==> src/rtl/alu_pkg.sv <==
// Shared definitions for the 8-bit ALU core and its command sequencer.
package alu_pkg;

  typedef logic [3:0] alu_op_t;

  localparam alu_op_t OP_ADD  = 4'h0;
  localparam alu_op_t OP_SUB  = 4'h1;
  localparam alu_op_t OP_MUL  = 4'h2;
  localparam alu_op_t OP_DIV  = 4'h3;
  localparam alu_op_t OP_SHL  = 4'h4;
  localparam alu_op_t OP_SHR  = 4'h5;
  localparam alu_op_t OP_ROL  = 4'h6;
  localparam alu_op_t OP_ROR  = 4'h7;
  localparam alu_op_t OP_AND  = 4'h8;
  localparam alu_op_t OP_OR   = 4'h9;
  localparam alu_op_t OP_XOR  = 4'hA;
  localparam alu_op_t OP_NOR  = 4'hB;
  localparam alu_op_t OP_NAND = 4'hC;
  localparam alu_op_t OP_XNOR = 4'hD;
  localparam alu_op_t OP_GT   = 4'hE;
  localparam alu_op_t OP_EQ   = 4'hF;

  // Sequencer FSM encoding
  typedef logic [1:0] seq_state_t;
  localparam seq_state_t IDLE  = 2'd0;
  localparam seq_state_t RUN   = 2'd1;
  localparam seq_state_t STALL = 2'd2;

  // Widest user tag a command can carry; narrower tags are zero-extended.
  localparam int unsigned MAX_TAG_W = 16;

  typedef struct packed {
    alu_op_t              op;
    logic [7:0]           a;
    logic [7:0]           b;
    logic [MAX_TAG_W-1:0] tag;
  } alu_cmd_t;

  function automatic logic div_by_zero(alu_op_t op, logic [7:0] b);
    return (op == OP_DIV) && (b == 8'h00);
  endfunction

endpackage

==> src/rtl/alu_8bit.sv <==
// Combinational 8-bit ALU core: 16 operations, carry from the adder.
module alu_8bit
  import alu_pkg::*;
(
  input  logic [7:0] operand_a,
  input  logic [7:0] operand_b,
  input  alu_op_t    op,
  output logic [7:0] result,
  output logic       carry_out
);

  logic [8:0]  sum;
  logic [15:0] prod;

  // Operation decode
  always_comb begin
    sum       = {1'b0, operand_a} + {1'b0, operand_b};
    prod      = {8'h00, operand_a} * {8'h00, operand_b};
    carry_out = sum[8];
    result    = 8'h00;
    case (op)
      OP_ADD:  result = sum[7:0];
      OP_SUB:  result = operand_a - operand_b;
      OP_MUL:  result = prod[7:0];
      // Divide by zero yields 0 here; the sequencer overrides it.
      OP_DIV:  result = (operand_b == 8'h00) ? 8'h00 : operand_a / operand_b;
      OP_SHL:  result = {operand_a[6:0], 1'b0};
      OP_SHR:  result = {1'b0, operand_a[7:1]};
      OP_ROL:  result = {operand_a[6:0], operand_a[7]};
      OP_ROR:  result = {operand_a[0], operand_a[7:1]};
      OP_AND:  result = operand_a & operand_b;
      OP_OR:   result = operand_a | operand_b;
      OP_XOR:  result = operand_a ^ operand_b;
      OP_NOR:  result = ~(operand_a | operand_b);
      OP_NAND: result = ~(operand_a & operand_b);
      OP_XNOR: result = ~(operand_a ^ operand_b);
      OP_GT:   result = {7'b0, operand_a > operand_b};
      OP_EQ:   result = {7'b0, operand_a == operand_b};
      default: result = 8'h00;
    endcase
  end

endmodule

==> src/rtl/alu_8bit_sequencer.sv <==
// Command FIFO + issue logic in front of alu_8bit, with a registered
// valid/ready response channel and a saturating completion counter.
module alu_8bit_sequencer
  import alu_pkg::*;
#(
  parameter int unsigned FIFO_DEPTH = 4,
  parameter int unsigned TAG_W      = 4,
  parameter int unsigned CNT_W      = 16
) (
  input  logic             clk,
  input  logic             rst,
  input  logic             cmd_valid,
  output logic             cmd_ready,
  input  logic [3:0]       cmd_op,
  input  logic [7:0]       cmd_a,
  input  logic [7:0]       cmd_b,
  input  logic [TAG_W-1:0] cmd_tag,
  output logic             rsp_valid,
  input  logic             rsp_ready,
  output logic [7:0]       rsp_result,
  output logic             rsp_carry,
  output logic             rsp_err,
  output logic [TAG_W-1:0] rsp_tag,
  output logic             busy,
  output logic [CNT_W-1:0] ops_done
);

  localparam int unsigned PTR_W    = (FIFO_DEPTH > 1) ? $clog2(FIFO_DEPTH) : 1;
  localparam logic [PTR_W:0] FULL_CNT = (PTR_W + 1)'(FIFO_DEPTH);
  localparam logic [PTR_W:0] CNT_ONE  = (PTR_W + 1)'(1);
  localparam logic [PTR_W-1:0] PTR_ONE = PTR_W'(1);

  alu_cmd_t         mem_q [FIFO_DEPTH];
  alu_cmd_t         mem_d [FIFO_DEPTH];
  logic [PTR_W-1:0] wptr_q, wptr_d, rptr_q, rptr_d;
  logic [PTR_W:0]   count_q, count_d;

  logic             rsp_valid_q, rsp_valid_d;
  logic [7:0]       rsp_result_q, rsp_result_d;
  logic             rsp_carry_q, rsp_carry_d;
  logic             rsp_err_q, rsp_err_d;
  logic [TAG_W-1:0] rsp_tag_q, rsp_tag_d;
  logic [CNT_W-1:0] ops_done_q, ops_done_d;
  seq_state_t       state_q, state_d;

  alu_cmd_t   head;
  logic [7:0] alu_result;
  logic       alu_carry;
  logic       fifo_nz, push, pop, rsp_hs, dbz;

  // Head of the FIFO feeds the ALU directly
  assign head = mem_q[rptr_q];

  alu_8bit u_alu (
    .operand_a (head.a),
    .operand_b (head.b),
    .op        (head.op),
    .result    (alu_result),
    .carry_out (alu_carry)
  );

  // Handshake qualifiers and FSM-derived outputs
  always_comb begin
    fifo_nz   = (count_q != '0);
    cmd_ready = (count_q < FULL_CNT);
    push      = cmd_valid && cmd_ready;
    rsp_hs    = rsp_valid_q && rsp_ready;
    pop       = fifo_nz && (!rsp_valid_q || rsp_ready);
    // Outside IDLE the response register or the FIFO is always occupied
    busy      = (state_q != IDLE) || fifo_nz;
    dbz       = div_by_zero(head.op, head.b);
  end

  // FIFO pointer, count and storage update
  always_comb begin
    mem_d  = mem_q;
    wptr_d = wptr_q;
    rptr_d = rptr_q;
    if (push) begin
      mem_d[wptr_q] = '{op: cmd_op, a: cmd_a, b: cmd_b, tag: MAX_TAG_W'(cmd_tag)};
      wptr_d        = wptr_q + PTR_ONE;
    end
    if (pop) begin
      rptr_d = rptr_q + PTR_ONE;
    end
    count_d = count_q;
    if (push && !pop) begin
      count_d = count_q + CNT_ONE;
    end else if (!push && pop) begin
      count_d = count_q - CNT_ONE;
    end
  end

  // Response register capture and completion counter
  always_comb begin
    rsp_valid_d  = rsp_valid_q;
    rsp_result_d = rsp_result_q;
    rsp_carry_d  = rsp_carry_q;
    rsp_err_d    = rsp_err_q;
    rsp_tag_d    = rsp_tag_q;
    if (pop) begin
      rsp_valid_d  = 1'b1;
      rsp_result_d = dbz ? 8'hFF : alu_result;
      rsp_carry_d  = (head.op == OP_ADD) ? alu_carry : 1'b0;
      rsp_err_d    = dbz;
      rsp_tag_d    = head.tag[TAG_W-1:0];
    end else if (rsp_hs) begin
      rsp_valid_d = 1'b0;
    end
    ops_done_d = ops_done_q;
    if (rsp_hs && (ops_done_q != '1)) begin
      ops_done_d = ops_done_q + CNT_W'(1);
    end
  end

  // Sequencer FSM; a drained STALL drops straight to IDLE so busy never lags
  always_comb begin
    state_d = state_q;
    case (state_q)
      IDLE: begin
        if (pop) state_d = RUN;
      end
      RUN: begin
        if (rsp_valid_q && !rsp_ready) begin
          state_d = STALL;
        end else if (!rsp_valid_d && (count_d == '0)) begin
          state_d = IDLE;
        end
      end
      STALL: begin
        if (rsp_ready) begin
          state_d = (!rsp_valid_d && (count_d == '0)) ? IDLE : RUN;
        end
      end
      default: state_d = IDLE;
    endcase
  end

  // Control and response state with synchronous reset
  always_ff @(posedge clk) begin
    if (rst) begin
      wptr_q       <= '0;
      rptr_q       <= '0;
      count_q      <= '0;
      rsp_valid_q  <= 1'b0;
      rsp_result_q <= 8'h00;
      rsp_carry_q  <= 1'b0;
      rsp_err_q    <= 1'b0;
      rsp_tag_q    <= '0;
      ops_done_q   <= '0;
      state_q      <= IDLE;
    end else begin
      wptr_q       <= wptr_d;
      rptr_q       <= rptr_d;
      count_q      <= count_d;
      rsp_valid_q  <= rsp_valid_d;
      rsp_result_q <= rsp_result_d;
      rsp_carry_q  <= rsp_carry_d;
      rsp_err_q    <= rsp_err_d;
      rsp_tag_q    <= rsp_tag_d;
      ops_done_q   <= ops_done_d;
      state_q      <= state_d;
    end
  end

  // FIFO storage needs no reset: entries are only read once the count covers them
  always_ff @(posedge clk) begin
    mem_q <= mem_d;
  end

  assign rsp_valid  = rsp_valid_q;
  assign rsp_result = rsp_result_q;
  assign rsp_carry  = rsp_carry_q;
  assign rsp_err    = rsp_err_q;
  assign rsp_tag    = rsp_tag_q;
  assign ops_done   = ops_done_q;

endmodule

==> config.mk <==
export PLATFORM = sky130hd
export DESIGN_NAME = alu_8bit_sequencer
export DESIGN_NICKNAME = d
export VERILOG_FILES = /design/src/rtl/alu_pkg.sv /design/src/rtl/alu_8bit.sv /design/src/rtl/alu_8bit_sequencer.sv
export SDC_FILE = /design/constraint.sdc
export NUM_CORES = 1
export LEC_CHECK = 0
export BUFFER_PORTS_ARGS = -buffer_cell sky130_fd_sc_hd__buf_2
export CAP_MARGIN = 20
export CORE_ASPECT_RATIO = 0.6
export CORE_UTILIZATION = 40
export CTS_CLUSTER_DIAMETER = 50
export DETAILED_ROUTE_END_ITERATION = 6
export SYNTH_ARGS = -nofsm -noshare
export SYNTH_HDL_FRONTEND = slang
export SYNTH_SLANG_ARGS = --single-unit
==> constraint.sdc <==
create_clock -name clk -period 16.1 [get_ports clk]
set_clock_uncertainty 0.15 [all_clocks]
set_input_delay 0.805 -clock clk [delete_from_list [all_inputs] [get_ports clk]]
set_output_delay 0.805 -clock clk [all_outputs]
set_load 0.03 [all_outputs]
== After elaboration in Yosys (flattened, before gate mapping) ==
Index checks and enable logic that the tools add are counted.
Word-level totals
  register bits: 184
  bits of input ports: 28
  output and inout bits: 33
  logic and storage cells: 114
Cells by class
  $add $sub $neg: 7
  multipliers: 1
  divide/modulo/power cells: 1
  order comparisons: 5
  equal/unequal tests: 22
  multiplexer cells: 20
  bitwise gates (word level): 8
  reductions and logical operators: 24
Operators with widths (count)
  bitwise mux 144 bit: 1
  one-hot mux 8 bit (16 select lines): 1
  two-way mux 36 bit: 3
  binary-select mux 36 bit (select 2 bit): 1
  demux 36 bit (select 2 bit): 1
  == test 4 bit, second input constant: 8
  NOT 8 bit: 3
  adder 16 x 1 -> 16 bit, second input constant: 1
  == test 4 x 3 -> 1 bit, second input constant: 4
  two-way mux 8 bit: 2
  inequality test 16 bit, second input constant: 1
  logical AND 1 bit: 10
  adder 8 x 8 -> 9 bit: 1
  bitwise AND 8 bit: 1
  divider 8 x 8 -> 8 bit: 1
  == test 4 x 2 -> 1 bit, second input constant: 2
  == test 8 bit: 1
  greater-than comparator 8 bit: 1
  logical NOT 8 bit: 1
  multiplier 8 x 8 -> 8 bit: 1
  two-way mux 2 bit: 4
  OR 8 bit: 1
  subtractor 8 bit: 1
  bitwise XOR 8 bit: 1
  other kinds (23): 36

== Depth between registers and ports, before layout ==
Gate-level depths: netlist of run 1.
  word-level depth: 11
  gate-level depth with buffers: 56

== Modules after synthesis ==
Synthesis of run 1 repeated with hierarchy kept, for this count alone.
Second synthesis, totals
  cell total of the unflattened synthesis: 915
  area total of the unflattened synthesis: 9410.3 sq um
Modules (own cells, without submodules)
  alu_8bit_sequencer: times used 1, cells an instance 357, area an instance 5405.2 sq um
  alu_8bit: times used 1, cells an instance 558, area an instance 4005.1 sq um

== Least setup slack after synthesis of run 1 ==
Ideal clock, no wire load.
  path kind: reg2reg
  start: register rptr_q[1]
  end: register rsp_result_q[0] (netlist: rsp_result[0])
  arrival: 11.242 ns
  required time: 15.859 ns
  slack: 4.617 ns
  stages on the path, launching flop included: 52
  buffers on the path: 2
  path through: dfxtp_1 -> buf_1 -> buf_2 -> mux4_1 -> inv_1 -> ha_1 -> a21oi_1 -> ha_1 -> or4b_2 -> o311ai_0 -> a21oi_1 -> ha_1 -> o21a_1 -> o211a_4 -> mux2_2 -> inv_1 -> ha_1 -> o21a_1 -> [... 16 more ...] -> o21ai_0 -> a21oi_2 -> mux2_2 -> ha_1 -> o21a_1 -> o21ai_0 -> a21oi_1 -> o21ai_0 -> a21oi_1 -> mux2_2 -> ha_1 -> o21a_1 -> o21ai_0 -> nand2b_1 -> a21oi_1 -> o21ai_0 -> nand3_1 -> a311oi_1
On the way
  word-level cells in the longest chain between the ends: 8
Ends and longest elaborated chain
  start: declaration: line alu_8bit_sequencer.sv:35  | logic [PTR_W-1:0] wptr_q, wptr_d, rptr_q, rptr_d;
  start signal: assignment: line alu_8bit_sequencer.sv:154  | rptr_q <= rptr_d;
  NOT 2 -> 3 bit (implied by the code) (*): line alu_8bit_sequencer.sv:52  | assign head = mem_q[rptr_q];
  binary-select mux 36 bit (select 2 bit) (*): line alu_8bit_sequencer.sv:52
  two-way mux 36 bit (implied by the code) (*) (2 in a row): line alu_8bit_sequencer.sv:52
  divider 8 x 8 -> 8 bit (tied with other cells): line alu_8bit.sv:26  | OP_DIV: result = (operand_b == 8'h00) ? 8'h00 : operand_a / operand_b;
  two-way mux 8 bit (tied with other cells): line alu_8bit.sv:26
  one-hot mux 8 bit (16 select lines): line alu_8bit.sv:21  | case (op)
  two-way mux 8 bit (*): line alu_8bit_sequencer.sv:103  | rsp_result_d = dbz ? 8'hFF : alu_result;
  end signal: assignment: line alu_8bit_sequencer.sv:157  | rsp_result_q <= rsp_result_d;
  end: declaration: line alu_8bit_sequencer.sv:39  | logic [7:0] rsp_result_q, rsp_result_d;
Mark *: on every way between the ends. The rest lies on a longest branch, timed or not. The select of a mux whose other input is x is not followed.
A chain may end at the register's enable or synchronous reset.

== Worst setup path in the final report of run 1 ==
  start: register rptr_q[0]
  end: register rsp_result_q[0] (netlist: rsp_result[0])
The elaborated chain is that of the path after synthesis.

==> results of run 1 <==
[placed cells by master, fill, tap and decap left out, types with 5 or more instances in the layout]
| master | Yosys | routed |
|---|---|---|
| edfxtp_1 | 96 | 96 |
| nor2_1 | 90 | 90 |
| ha_1 | 88 | 88 |
| nand2_1 | 77 | 77 |
| inv_1 | 62 | 62 |
| buf_2 | 5 | 60 |
| a21oi_1 | 45 | 45 |
| dfxtp_1 | 40 | 39 |
| o21ai_0 | 31 | 31 |
| xnor2_1 | 31 | 31 |
| mux4_2 | 22 | 22 |
| o21a_1 | 21 | 21 |
| nor3_1 | 21 | 21 |
| xor2_1 | 19 | 19 |
| clkbuf_16 | 0 | 17 |
| mux2i_1 | 15 | 15 |
| fa_1 | 14 | 14 |
| mux2_2 | 12 | 12 |
| nand2b_1 | 12 | 12 |
| buf_4 | 0 | 10 |
| or3_1 | 9 | 9 |
| and2_1 | 9 | 9 |
| a21o_1 | 9 | 9 |
| nor2b_1 | 9 | 9 |
| and3_1 | 9 | 9 |
| a211oi_1 | 8 | 8 |
| nand3_1 | 7 | 7 |
| mux4_1 | 6 | 6 |
| o22ai_1 | 6 | 6 |
| inv_6 | 0 | 6 |
| a2111oi_0 | 5 | 5 |
| nor4_1 | 5 | 5 |
| a22oi_1 | 5 | 5 |
[stage by stage]
step                      std cells  cell area [um2]  hold slack [ns]  utilization (%)  setup slack, ns
after global routing           1260            10500            0.326             46.8             1.57
after detailed placement       1228             9940            0.301             44.3             2.80
final                          1261            10500            0.305             46.8             2.69
after floorplan                 880             9320            0.350                -             4.62
after CTS                      1260            10500            0.309             46.8             2.74
after global placement         1228             9940            0.297             44.3             3.18
[routing by layer]
metal | GRT usage [%] | routed length (um)
met1 | 34.8 | 12800
met3 | 7.11 | 2320
met4 | 5.67 | 333
met2 | 27.4 | 9290
met5 | 0 | 0
[layout make-up]
cell class,count,share of cell area (%)
inverter,62,2.22
sequential,136,35.1
clock buffer,17,4.05
tap,308,3.67
clock inverter,15,1.29
multi-input combinational,652,50.1
timing repair buffer,70,3.58
antenna,1,0.0238
[path summary, 6_finish.rpt]
path | startpoint | endpoint | cells past startpoint | slack, ns
setup / recovery | rptr_q[0]$_SDFFE_PP0P_ | rsp_result[0]$_SDFFE_PP0P_ | 51 | 2.69
hold / removal | rsp_tag[1]$_SDFFE_PP0P_ | rsp_tag[1]$_SDFFE_PP0P_ | 2 | 0.30
setup reg to reg | rptr_q[0]$_SDFFE_PP0P_ | rsp_result[0]$_SDFFE_PP0P_ | 51 | 2.69
hold reg to reg | rsp_tag[1]$_SDFFE_PP0P_ | rsp_tag[1]$_SDFFE_PP0P_ | 2 | 0.30
[cell families after synthesis]
logic type	count (synthesis)	synth area share [%]
buffers and inverters	92	4.03
AND/OR/NAND/NOR	262	13.1
flip-flops	136	39.5
adder cells (fa/ha/maj)	102	14.8
AO/OA/AOI/OAI	181	13.4
multiplexers	57	10.4
XOR/XNOR	50	4.70
[worst reg2reg max path: cells and delay by family (launching register included)]
family	cells	cell delay, ns
AOI/OAI and AO/OA	29	5.68
adders and majority gates	7	1.98
buffers and inverters	3	0.52
DFF	1	0.77
muxes	5	2.05
and+or+nand+nor	7	2.14
[sequential cells by signal, summed over array words and instances, names as in the netlist]
name and count:
wptr_q 2, rsp_valid 1, count_q 3, mem_q 96, rsp_result 8, state_q 2
ops_done 16, rptr_q 2, rsp_tag 4, rsp_err 1, rsp_carry 1
==> flow_summary.toml, run 1 <==
[run_status]
status = "complete, no violations"

[clock_tree]
cts.sinks = 136
post_cts_resized = 0
tritoncts = "yes"
cts_root_buffer = "clkbuf_16"
cts_buffer_depth = 2
htreeDepth = 4
hold_buffers = 0
cts_setup_buffers = 0
numCtsBuffers = 17
insertion_delay_ns = 0.43
cts.clk_slew.worst_paths_ns = 0.07

[finish]
fill_cells = 2073
regArea_um2 = 3680
drive_gt1_share_pct = 16.5
area_growth_pct = 12.7
nets = 1069
multiInputGateArea_um2 = 5260

[yosys]
synthDistinctLibCells = 75
synth_most_common_cell = "edfxtp_1"
yosysTopAreaCellShare_pct = 30.9
yosysSeqAreaShare_pct = 39.5
synthCells = 880
syn_area_um2 = 9320
synth_edf_count = 96
synthTopCellsByArea = "edfxtp_1 31%, ha_1 12%, dfxtp_1 8.6%"
synth_nets = 1010
synthTopCellsByCount = "96 x edfxtp_1, 90 x nor2_1, 88 x ha_1, 77 x nand2_1, 62 x inv_1"
async_flop_share_pct = 0
synth_warnings = 0
avgSynthCellArea_um2 = 10.6
synth_top_area_cell = "edfxtp_1"
ys_ff_latch = 136
synthFlopType = "edfxtp_1"

[global_routing]
grt_max_degree = 41
grt_pass1_vias = 6680
gr-total-overflow = 0
grt_pass1_wl_um = 39100
grt_use_total_pct = 21.9
antenna_found_initial = 1

[drt]
drt_iter0_markers = 761
wl_per_cell_um = 19.6
final_antenna_net_count = 0
vias = 7098
drt-pass1-iter-count = 5
routed_wirelength_um = 24800
drcViolationCount = 0
vias_per_cell = 5.63

[critical_path]
path_class = "register to register"
critPathSlowestCell = "dfxtp_2"
crit_buf_inv = 3
crit_family = "compound AO/OA/AOI/OAI gates"
cp.required_ns = 16.28
worst_path_most_repeated_cell = "o21a_1"
cpPeakStageDelay_ns = 0.77
end_kind = "register"
start_kind = "register"
crit_arrival_ns = 13.59
worst-path-max-fanout = 20

[hold_path]
hp-class = "register to register"

[sta]
tns_ns = 0
rsz0062_at_grt = "no"
final_hold_viol_count = 0
worst_slew_pin_slew_ns = 0.928
slew_headroom_pct = 36.5
fmax_mhz = 74.6
setup_viol = 0
post-route-period-util_pct = 83.3
drv_slew = 0
min_period_ns = 13.41

[floorplan]
dieHeight_um = 120
io_pins = 61
rows = 42
die-area_um2 = 23900
initial_core_util_pct = 41.5
die_w_um = 199
core_area_um2 = 22400

[place]
gp_congestion = 0.957
dp.final_hpwl_um = 18300
port_buffers = 60

[job]
drv_cap = 0
Power of run 1 is left out: the tool's default activity adds up to more than one toggle a clock period on the data nets, which glitch-free logic cannot reach.
==> inputs of run 2 (changes only) <==
ABC_AREA = 1   (was not set)
clock period = 12.33 ns   (was 16.1 ns; I/O delays follow)
==> run 2 against run 1 <==
Wire length increased by 8.2%. Sequential cell count unchanged. Critical path type unchanged. Synthesized area increased by 5.3%. Via count increased by 17%. Worst setup slack got worse by 1.4 ns. Critical path depth increased by 25. Largest cell class unchanged. Maximum frequency increased by 21%. Non-clock buffer count decreased by 1. Final cell count increased by 25%. Sequential share of layout area decreased by 1.5 points. Register-to-register slack got worse by 1.4 ns.
==> flow_summary.toml, run 2 <==
[clock_tree]
cts.sinks = 136
insertion_delay_ns = 0.44
tritoncts = "yes"
htreeDepth = 4
cts_buffer_depth = 2
numCtsBuffers = 17
cts_root_buffer = "clkbuf_16"
cts.clk_slew.worst_paths_ns = 0.06

[critical_path]
end_kind = "register"
worst_path_most_repeated_cell = "nand2_1"
crit_arrival_ns = 11.23
cp.required_ns = 12.49
rrSetupSlack_ns = 1.26
worstReg2RegEnd = "rsp_result[0]$_SDFFE_PP0P_"
crit_buf_inv = 8
path_class = "register to register"
worst-path-max-fanout = 47
r2r-start = "rptr_q[0]$_SDFFE_PP0P_"
worst_r2r_path_depth = 76
critPathSlowestCell = "dfxtp_4"
cpPeakStageDelay_ns = 0.47
start_kind = "register"
crit_family = "compound AO/OA/AOI/OAI gates"

[finish]
layout_common_cells = "258 x nand2_1, 134 x inv_1, 102 x nor2_1, 96 x edfxtp_1, 88 x ha_1"
nets = 1384
final_common_cell = "nand2_1"
fin_cells = 1582
regArea_um2 = 3690
antenna_cells = 0
fill_cells = 2274
multiInputGateArea_um2 = 5350
largest_register = "mem_q"
area_growth_pct = 12.0
drive_gt1_share_pct = 16.7
largest_register_ffs = 96

[sta]
slew_headroom_pct = 56.2
setup_viol = 0
drv_slew = 0
post-route-period-util_pct = 89.8
rsz0062_at_grt = "no"
final_hold_viol_count = 0
fmax_mhz = 90.3
worst_slew_pin_slew_ns = 0.656
hold_ws_ns = 0.247
tns_ns = 0
min_period_ns = 11.07

[yosys]
synth_edf_count = 96
synth_top_area_cell = "edfxtp_1"
avgSynthCellArea_um2 = 8.22
synthTopCellsByCount = "258 x nand2_1, 135 x inv_1, 106 x nor2_1, 96 x edfxtp_1, 88 x ha_1"
syn_area_um2 = 9810
synthTopCellsByArea = "edfxtp_1 29%, ha_1 11%, nand2_1 9.9%"
synth_most_common_cell = "nand2_1"
async_flop_share_pct = 0
synth_nets = 1323
synthFlopType = "edfxtp_1"
ys_ff_latch = 136
synthDistinctLibCells = 58
yosysSeqAreaShare_pct = 37.6
synth_warnings = 0
yosysTopAreaCellShare_pct = 29.4
synthCells = 1193

[place]
port_buffers = 60
gp_congestion = 0.976
dp.final_hpwl_um = 19900
dp_cells = 1549

[drt]
final_antenna_net_count = 0
drt-pass1-iter-count = 5
vias = 8279
routed_wirelength_um = 26800
vias_per_cell = 5.23
drt_iter0_markers = 733
drcViolationCount = 0
wl_per_cell_um = 16.9

[global_routing]
grt_max_degree = 48
grt_pass1_wl_um = 42400
grt_pass1_vias = 7644
grt_use_total_pct = 22.4
antenna_found_initial = 0
gr-total-overflow = 0

[floorplan]
dieHeight_um = 123
core_area_um2 = 23600
die_w_um = 204
rows = 43
initial_core_util_pct = 41.6
io_pins = 61
die-area_um2 = 25200

[hold_path]
hold_path.startpoint = "cmd_a[5]"
worst_hold_path.num_cells = 1
hp-class = "primary input to register"
hold_end = "mem_q[29]$_DFFE_PP_"

[run_status]
status = "complete, no violations"

[job]
drv_cap = 0
==> run 2: metal layers <==
metal  global-route usage, %  share of wire, %  vias to the layer above
li1                        -                 -                     4102
met1                    35.1                52                     3829
met2                    28.7                37                      320
met3                    6.83                10                       28
met4                    5.97               1.3                        0
met5                       0                 0                        -
==> run 2: cells by family (layout without fill, tap and decap cells) <==
kind of cell / Yosys count / after routing / synth area share, %
buffers and inverters: 188 / 262 / 8.19
AOI/OAI and AO/OA: 176 / 176 / 10.5
adders and majority gates: 102 / 102 / 14.1
and+or+nand+nor: 564 / 564 / 27.2
xor gates and xnor gates: 26 / 26 / 2.32
muxes: 1 / 1 / 0.102
DFF: 136 / 136 / 37.6
==> run 2: metrics by stage <==
stage | area, um2 | worst slack, ns | util [%]
6_report | 11000 | 1.26 | 46.6
5_1_grt | 11000 | 0.0183 | 46.6
4_1_cts | 10900 | 0.799 | 46.4
3_5_place_dp | 10400 | 0.866 | 44.1
3_3_place_gp | 10400 | 1.40 | 44.1
2_1_floorplan | 9810 | 2.43 | -
==> run 2: cell type report <==
class                      instances  share of cell area [%]
timing repair buffer              69                    3.38
clock inverter                    14                    1.12
multi-input combinational        869                    48.7
inverter                         161                    5.66
clock buffer                      18                    4.00
tap                              315                    3.59
sequential                       136                    33.6
==> run 2: repair_timing <==
action / 4_1_cts / 5_1_grt
resized for setup: 0 / 10
hold buffers: 0 / 0
buffers inserted: 0 / 1
setup endpoints to repair: 0 / 1
==> run 2: worst max path at each step <==
stage	startpoint	end	slack, ns	cells past startpoint
finish	rptr_q[0]$_SDFFE_PP0P_	rsp_result[0]$_SDFFE_PP0P_	1.26	76
global route	rptr_q[0]$_SDFFE_PP0P_	rsp_result[0]$_SDFFE_PP0P_	0.02	76
CTS	rptr_q[0]$_SDFFE_PP0P_	rsp_result[0]$_SDFFE_PP0P_	0.80	76
detailed placement	rptr_q[0]$_SDFFE_PP0P_	rsp_result[0]$_SDFFE_PP0P_	0.87	76
global placement	rptr_q[0]$_SDFFE_PP0P_	rsp_result[0]$_SDFFE_PP0P_	1.40	77
floorplan	rptr_q[0]$_SDFFE_PP0P_	rsp_result[0]$_SDFFE_PP0P_	2.43	78
Power of run 2 is left out for the same reason.
